**src/rtl/dff_pipe_pkg.sv**
```systemverilog
// dff_pipe_pkg: shared constants and helpers for the dff_pipe delay line.
// Clock-polarity encodings, legal parameter ranges and a clog2 that never
// returns less than one bit (used for FILL and TAP_SEL widths).
package dff_pipe_pkg;

  localparam logic CLK_POL_NEG = 1'b0;
  localparam logic CLK_POL_POS = 1'b1;

  localparam int WIDTH_MIN = 1;
  localparam int WIDTH_MAX = 256;
  localparam int DEPTH_MIN = 1;
  localparam int DEPTH_MAX = 64;

  // Bit width needed to hold values 0..n-1, but never narrower than 1 bit.
  function automatic int clog2_min1(input int n);
    int r;
    r = $clog2(n);
    return (r < 1) ? 1 : r;
  endfunction

endpackage

```
**src/rtl/dff_pipe_stage.sv**
```systemverilog
// dff_pipe_stage: one WIDTH-bit register of the pipeline.
// Async active-low reset and sync clear both load INIT; clear beats enable.
// CLK_POL picks the active edge; the other edge never touches state.
module dff_pipe_stage
  import dff_pipe_pkg::*;
#(
  parameter int               WIDTH   = 1,
  parameter logic             CLK_POL = CLK_POL_NEG,
  parameter logic [WIDTH-1:0] INIT    = '0
) (
  input  logic             CLK,
  input  logic             RESETN,
  input  logic             CE,
  input  logic             SCLR,
  input  logic [WIDTH-1:0] D,
  output logic [WIDTH-1:0] Q
);

  logic [WIDTH-1:0] q_q, q_d;

  // Next state: clear, else load when enabled, else hold.
  always_comb begin
    q_d = q_q;
    if (SCLR)    q_d = INIT;
    else if (CE) q_d = D;
  end

  if (CLK_POL == CLK_POL_POS) begin : g_pos
    // Rising-edge register with async reset to INIT.
    always_ff @(posedge CLK or negedge RESETN) begin
      if (!RESETN) q_q <= INIT;
      else         q_q <= q_d;
    end
  end else begin : g_neg
    // Falling-edge register with async reset to INIT.
    always_ff @(negedge CLK or negedge RESETN) begin
      if (!RESETN) q_q <= INIT;
      else         q_q <= q_d;
    end
  end

  assign Q = q_q;

endmodule

```
**src/rtl/dff_pipe.sv**
```systemverilog
// dff_pipe: WIDTH-bit, DEPTH-stage register pipeline with selectable clock
// edge, INIT value, sync clear, clock enable and fill/valid tracking.
// Optional macro DFF_PIPE_TAP_EN adds TAP_SEL/TAP_Q for reading any stage.
module dff_pipe
  import dff_pipe_pkg::*;
#(
  parameter int               WIDTH   = 1,
  parameter int               DEPTH   = 4,
  parameter logic             CLK_POL = CLK_POL_NEG,
  parameter logic [WIDTH-1:0] INIT    = '0
) (
  input  logic                               CLK,
  input  logic                               RESETN,
  input  logic                               CE,
  input  logic                               SCLR,
  input  logic [WIDTH-1:0]                   D,
  output logic [WIDTH-1:0]                   Q,
  output logic [clog2_min1(DEPTH+1)-1:0]     FILL,
  output logic                               VALID
`ifdef DFF_PIPE_TAP_EN
  ,
  input  logic [clog2_min1(DEPTH)-1:0]       TAP_SEL,
  output logic [WIDTH-1:0]                   TAP_Q
`endif
);

  localparam int            FW       = clog2_min1(DEPTH + 1);
  localparam logic [FW-1:0] FILL_MAX = FW'(DEPTH);

  // Reject out-of-range configurations at elaboration time.
  if (WIDTH < WIDTH_MIN || WIDTH > WIDTH_MAX) begin : g_bad_width
    $error("dff_pipe: WIDTH out of range 1..256");
  end
  if (DEPTH < DEPTH_MIN || DEPTH > DEPTH_MAX) begin : g_bad_depth
    $error("dff_pipe: DEPTH out of range 1..64");
  end

  // ---------------------------------------------------------------------
  // Stage chain: stage 0 takes D, stage k takes stage k-1.
  // ---------------------------------------------------------------------
  logic [DEPTH-1:0][WIDTH-1:0] stage_q;

  for (genvar k = 0; k < DEPTH; k++) begin : g_stage
    logic [WIDTH-1:0] din;
    if (k == 0) begin : g_head
      assign din = D;
    end else begin : g_link
      assign din = stage_q[k-1];
    end

    dff_pipe_stage #(
      .WIDTH   (WIDTH),
      .CLK_POL (CLK_POL),
      .INIT    (INIT)
    ) u_stage (
      .CLK     (CLK),
      .RESETN  (RESETN),
      .CE      (CE),
      .SCLR    (SCLR),
      .D       (din),
      .Q       (stage_q[k])
    );
  end

  // ---------------------------------------------------------------------
  // Fill counter: counts enabled shifts, saturates at DEPTH.
  // ---------------------------------------------------------------------
  logic [FW-1:0] fill_q, fill_d;

  // Next fill: clear to zero, else bump on an enabled shift until full.
  always_comb begin
    fill_d = fill_q;
    if (SCLR)                          fill_d = '0;
    else if (CE && fill_q != FILL_MAX) fill_d = fill_q + FW'(1);
  end

  if (CLK_POL == CLK_POL_POS) begin : g_fill_pos
    // Rising-edge fill register; controls must be known on an active edge.
    always_ff @(posedge CLK or negedge RESETN) begin
      if (!RESETN) begin
        fill_q <= '0;
      end else begin
        assert (!$isunknown({CE, SCLR}));
        fill_q <= fill_d;
      end
    end
  end else begin : g_fill_neg
    // Falling-edge fill register; controls must be known on an active edge.
    always_ff @(negedge CLK or negedge RESETN) begin
      if (!RESETN) begin
        fill_q <= '0;
      end else begin
        assert (!$isunknown({CE, SCLR}));
        fill_q <= fill_d;
      end
    end
  end

  assign Q     = stage_q[DEPTH-1];
  assign FILL  = fill_q;
  // Valid is a straight compare of the registered count, no extra delay.
  assign VALID = (fill_q == FILL_MAX);

`ifdef DFF_PIPE_TAP_EN
  // Tap mux: out-of-range selects fall back to the last stage.
  always_comb begin
    TAP_Q = stage_q[DEPTH-1];
    for (int k = 0; k < DEPTH; k++) begin
      if (int'(TAP_SEL) == k) TAP_Q = stage_q[k];
    end
  end
`endif

endmodule
```
**config.mk**
```make
export PLATFORM = sky130hd
export DESIGN_NAME = dff_pipe
export DESIGN_NICKNAME = d
export VERILOG_FILES = /design/src/rtl/dff_pipe_pkg.sv /design/src/rtl/dff_pipe_stage.sv /design/src/rtl/dff_pipe.sv
export SDC_FILE = /design/constraint.sdc
export NUM_CORES = 1
export LEC_CHECK = 0
export CORE_AREA = 2 2 39 41
export DETAILED_ROUTE_END_ITERATION = 10
export DIE_AREA = 0 0 41 43
export SLEW_MARGIN = 20
export SYNTH_ARGS = -nofsm -noshare
export SYNTH_HDL_FRONTEND = slang
export SYNTH_SLANG_ARGS = --single-unit
```
**constraint.sdc**
```tcl
create_clock -name CLK -period 1.9 [get_ports CLK]
set_clock_uncertainty 0.05 [all_clocks]
set_input_delay 0.57 -clock CLK [delete_from_list [all_inputs] [get_ports CLK]]
set_output_delay 0.57 -clock CLK [all_outputs]
set_load 0.02 [all_outputs]
```
==> results.md, run 1 <==
- CP Class: flip-flop to output pin
- Area leader, netlist: dfrtn_1
- Worst slew pin tran: 0.124 ns
- Nets: 63
- Comb pwr share: 25.5%
- Pwr Total: 0.402 mW
- Antenna fix cells: 0
- Layout cells sized above 1: 52.7%
- Sequential Area: 175 µm²
- Critical Path Fanout Max: 2
- Fin. max-slew vios: 0
- Reg power frac: 40.2%
- Power Density: 646 mW/mm²
- Share of the synthesized area in the top cell type: 46.7%
- Psw: 0.103 mW
- Setup TNS: -3.21 ns
- Initial antenna violation count: 0
- Layout filler cell count: 133
- Mapped Cells: 32
- Sw Ratio: 25.6%
- Chip width: 41 µm
- LEAKAGE: 0.321 nW
- Maximum vdd drop: 0.000255 V
- Global route overflow: 0
- CTS tree: built
- Synthesized net count: 39
- Hold_ws: 0.419 ns
- Slew HR: 91.5%
- Status: finished with violations
- Final Hold Fails: 0
- Internal power: 0.300 mW
- Most common cell in the synthesized netlist: dfrtn_1
- Asr flop ratio synth: 100%
- Detail-routed via count per cell: 4.34
- Average size of a mapped cell: 11.7 µm²
- I/O Pins: 10
- Iteration-0 DRC Markers: 4
- CTS Buf Count: 3
- Gr usage total: 11.0%
- Routed vias: 308
- Initial Utilization: 27.1%
- Failing checks: negative setup slack
- Yosys reg bits: 7
- Htree depth: 1
- Clock Pin Slew Worst Setup and Hold Paths: 0.04 ns
- Commonest cells in the netlist: 7 x dfrtn_1, 5 x mux2i_1, 5 x nor2_1
- Clk Latency, worst-skew pair: 0.26 ns
- Synth area leaders: dfrtn_1 47%, mux2i_1 13%, ha_1 6.7%
- Final setup margin: -0.805 ns
- Ys flop type: dfrtn_1
- Root Driver: clkbuf_4
- Num rows: 14
- Final WL: 738 µm
- CP Launch Type: flip-flop
- HPWL Detailed: 550 µm
- Final non-filler cell total: 71
- Layout area overhead: 66.0%
- MaxCap Viol Count: 0
- Cell Area, Synth: 375 µm²
- Cell count after placement: 64
- EDFF count, synth: 0
- Setup crit end kind: output pin
- Detailed-route DRC error count: 0
- Vias in the first global route: 284
- Clock Path Buffers: 2
- DIE HEIGHT: 43 µm
- Hold crit path type: flip-flop to flip-flop
- WL per Instance: 10.4 µm
- RSZ-0062 raised after global routing: yes
- Sequential cell area fraction in the yosys report: 46.7%
- CP arrival: 2.08 ns
- Multi-input logic area: 189 µm²
- Antenna Nets Post-Route: 0
- Die ar.: 0.00176 mm²
- Final setup vio count: 7
- DR pass1 iterations: 3
- YS warnings: 0
- Count of input and output buffers: 9
- Largest net degree at the start of global routing: 8
- Final GP Congestion: 0.610
- Core Region: 0.00138 mm²
- Sink Count: 7
- First-pass GRT wire length: 1170 µm
- Worst path required time: 1.28 ns
- Clk network pwr share: 34.3%
- Netlist cell types: 15
==> metrics by stage <==
stage | utilization [%] | worst slack (ns) | instance area [µm²]
detailed placement | 40.6 | -0.929 | 562
CTS | 43.9 | -0.814 | 608
finish | 45.0 | -0.805 | 623
floorplan | - | -0.613 | 394
global placement | 40.6 | -0.914 | 562
global route | 45.0 | -0.852 | 623
==> critical path, cell delays in order (launching register included) <==
cell     delay (ns)
dfrtn_1        0.42
inv_2          0.05
ha_4           0.15
and2_4         0.13
buf_6          0.12
==> power by group through the flow <==
stage                     clock network (mW)  registers (mW)  logic (mW)
after floorplan                            0           0.171      0.0404
after global placement                     0           0.163      0.0902
final                                  0.138           0.162       0.103
after CTS                              0.147           0.161      0.0996
after global routing                   0.159           0.162       0.111
after detailed placement                   0           0.164      0.0916
==> registers in the layout, summed over array words and instances (netlist names) <==
register,count
FILL,3
g_stage.u_stage.Q,4
==> layout make-up <==
cell class                      count  area share [%]
Timing Repair Buffer               21            32.9
Multi-Input combinational cell     21            30.3
Sequential cell                     7            28.1
Clock buffer                        4            4.22
Tap cell                           16            3.21
Inverter                            2            1.20
==> per-layer routing <==
layer | global-route usage [%] | vias to the layer above | wire length, µm
met1 | 10.9 | 142 | 290
met2 | 16.3 | 11 | 388
li1 | - | 153 | -
met5 | 0 | - | 0
met4 | 8.00 | 0 | 11
met3 | 6.28 | 2 | 47
==> final timing paths <==
path                                       from              endpoint  slack, ns  depth (start not counted)
max                                     FILL[1]                 VALID      -0.80                          4
min                        g_stage[0].u_stage.Q  g_stage[0].u_stage.Q       0.42                          2
max reg2reg                             FILL[1]               FILL[0]       0.34                          6
min reg2reg                g_stage[0].u_stage.Q  g_stage[0].u_stage.Q       0.42                          2
max in group asynchronous                RESETN  g_stage[3].u_stage.Q       0.26                          2
min in group asynchronous                RESETN               FILL[2]       1.41                          2
==> layout by cell type (no fill, tap or decap) <==
cell,synthesis,layout
clkbuf_1,0,1
nand2b_1,2,2
mux2i_1,5,5
clkbuf_4,0,3
nor3_1,1,1
buf_12,0,1
a21boi_4,1,1
a21oi_1,1,1
clkdlybuf4s50_1,0,1
buf_4,1,8
inv_2,0,2
and2_4,0,1
dlygate4sd2_1,0,1
nor2b_1,1,1
mux2_4,1,1
ha_1,2,1
buf_2,0,1
dfrtn_1,7,7
and4b_2,1,1
ha_4,0,1
buf_6,1,9
nor2_1,5,5
==> kinds of logic after synthesis <==
logic type | Yosys count | share of synthesized area (%)
buffers and inverters | 4 | 7.00
AOI/OAI and AO/OA | 2 | 6.33
muxes | 6 | 17.3
DFF | 7 | 46.7
and+or+nand+nor | 11 | 16.0
adders and majority gates | 2 | 6.67
==> what timing repair did <==
action | in CTS | in global routing
hold buffers | 0 | 0
setup buffers | 3 | 2
gates cloned | 0 | 0
pin swaps | 2 | 3
setup endpoints to repair | 12 | 9
gates resized for setup | 41 | 3
Note: power is estimated with default switching activity, not from simulation.
==> run 2: changes to the inputs <==
GPL_ROUTABILITY_DRIVEN = 1   (was not set)
==> results of run 2 <==
Same layout as run 1: the final DEF is identical, and so are final timing and power.
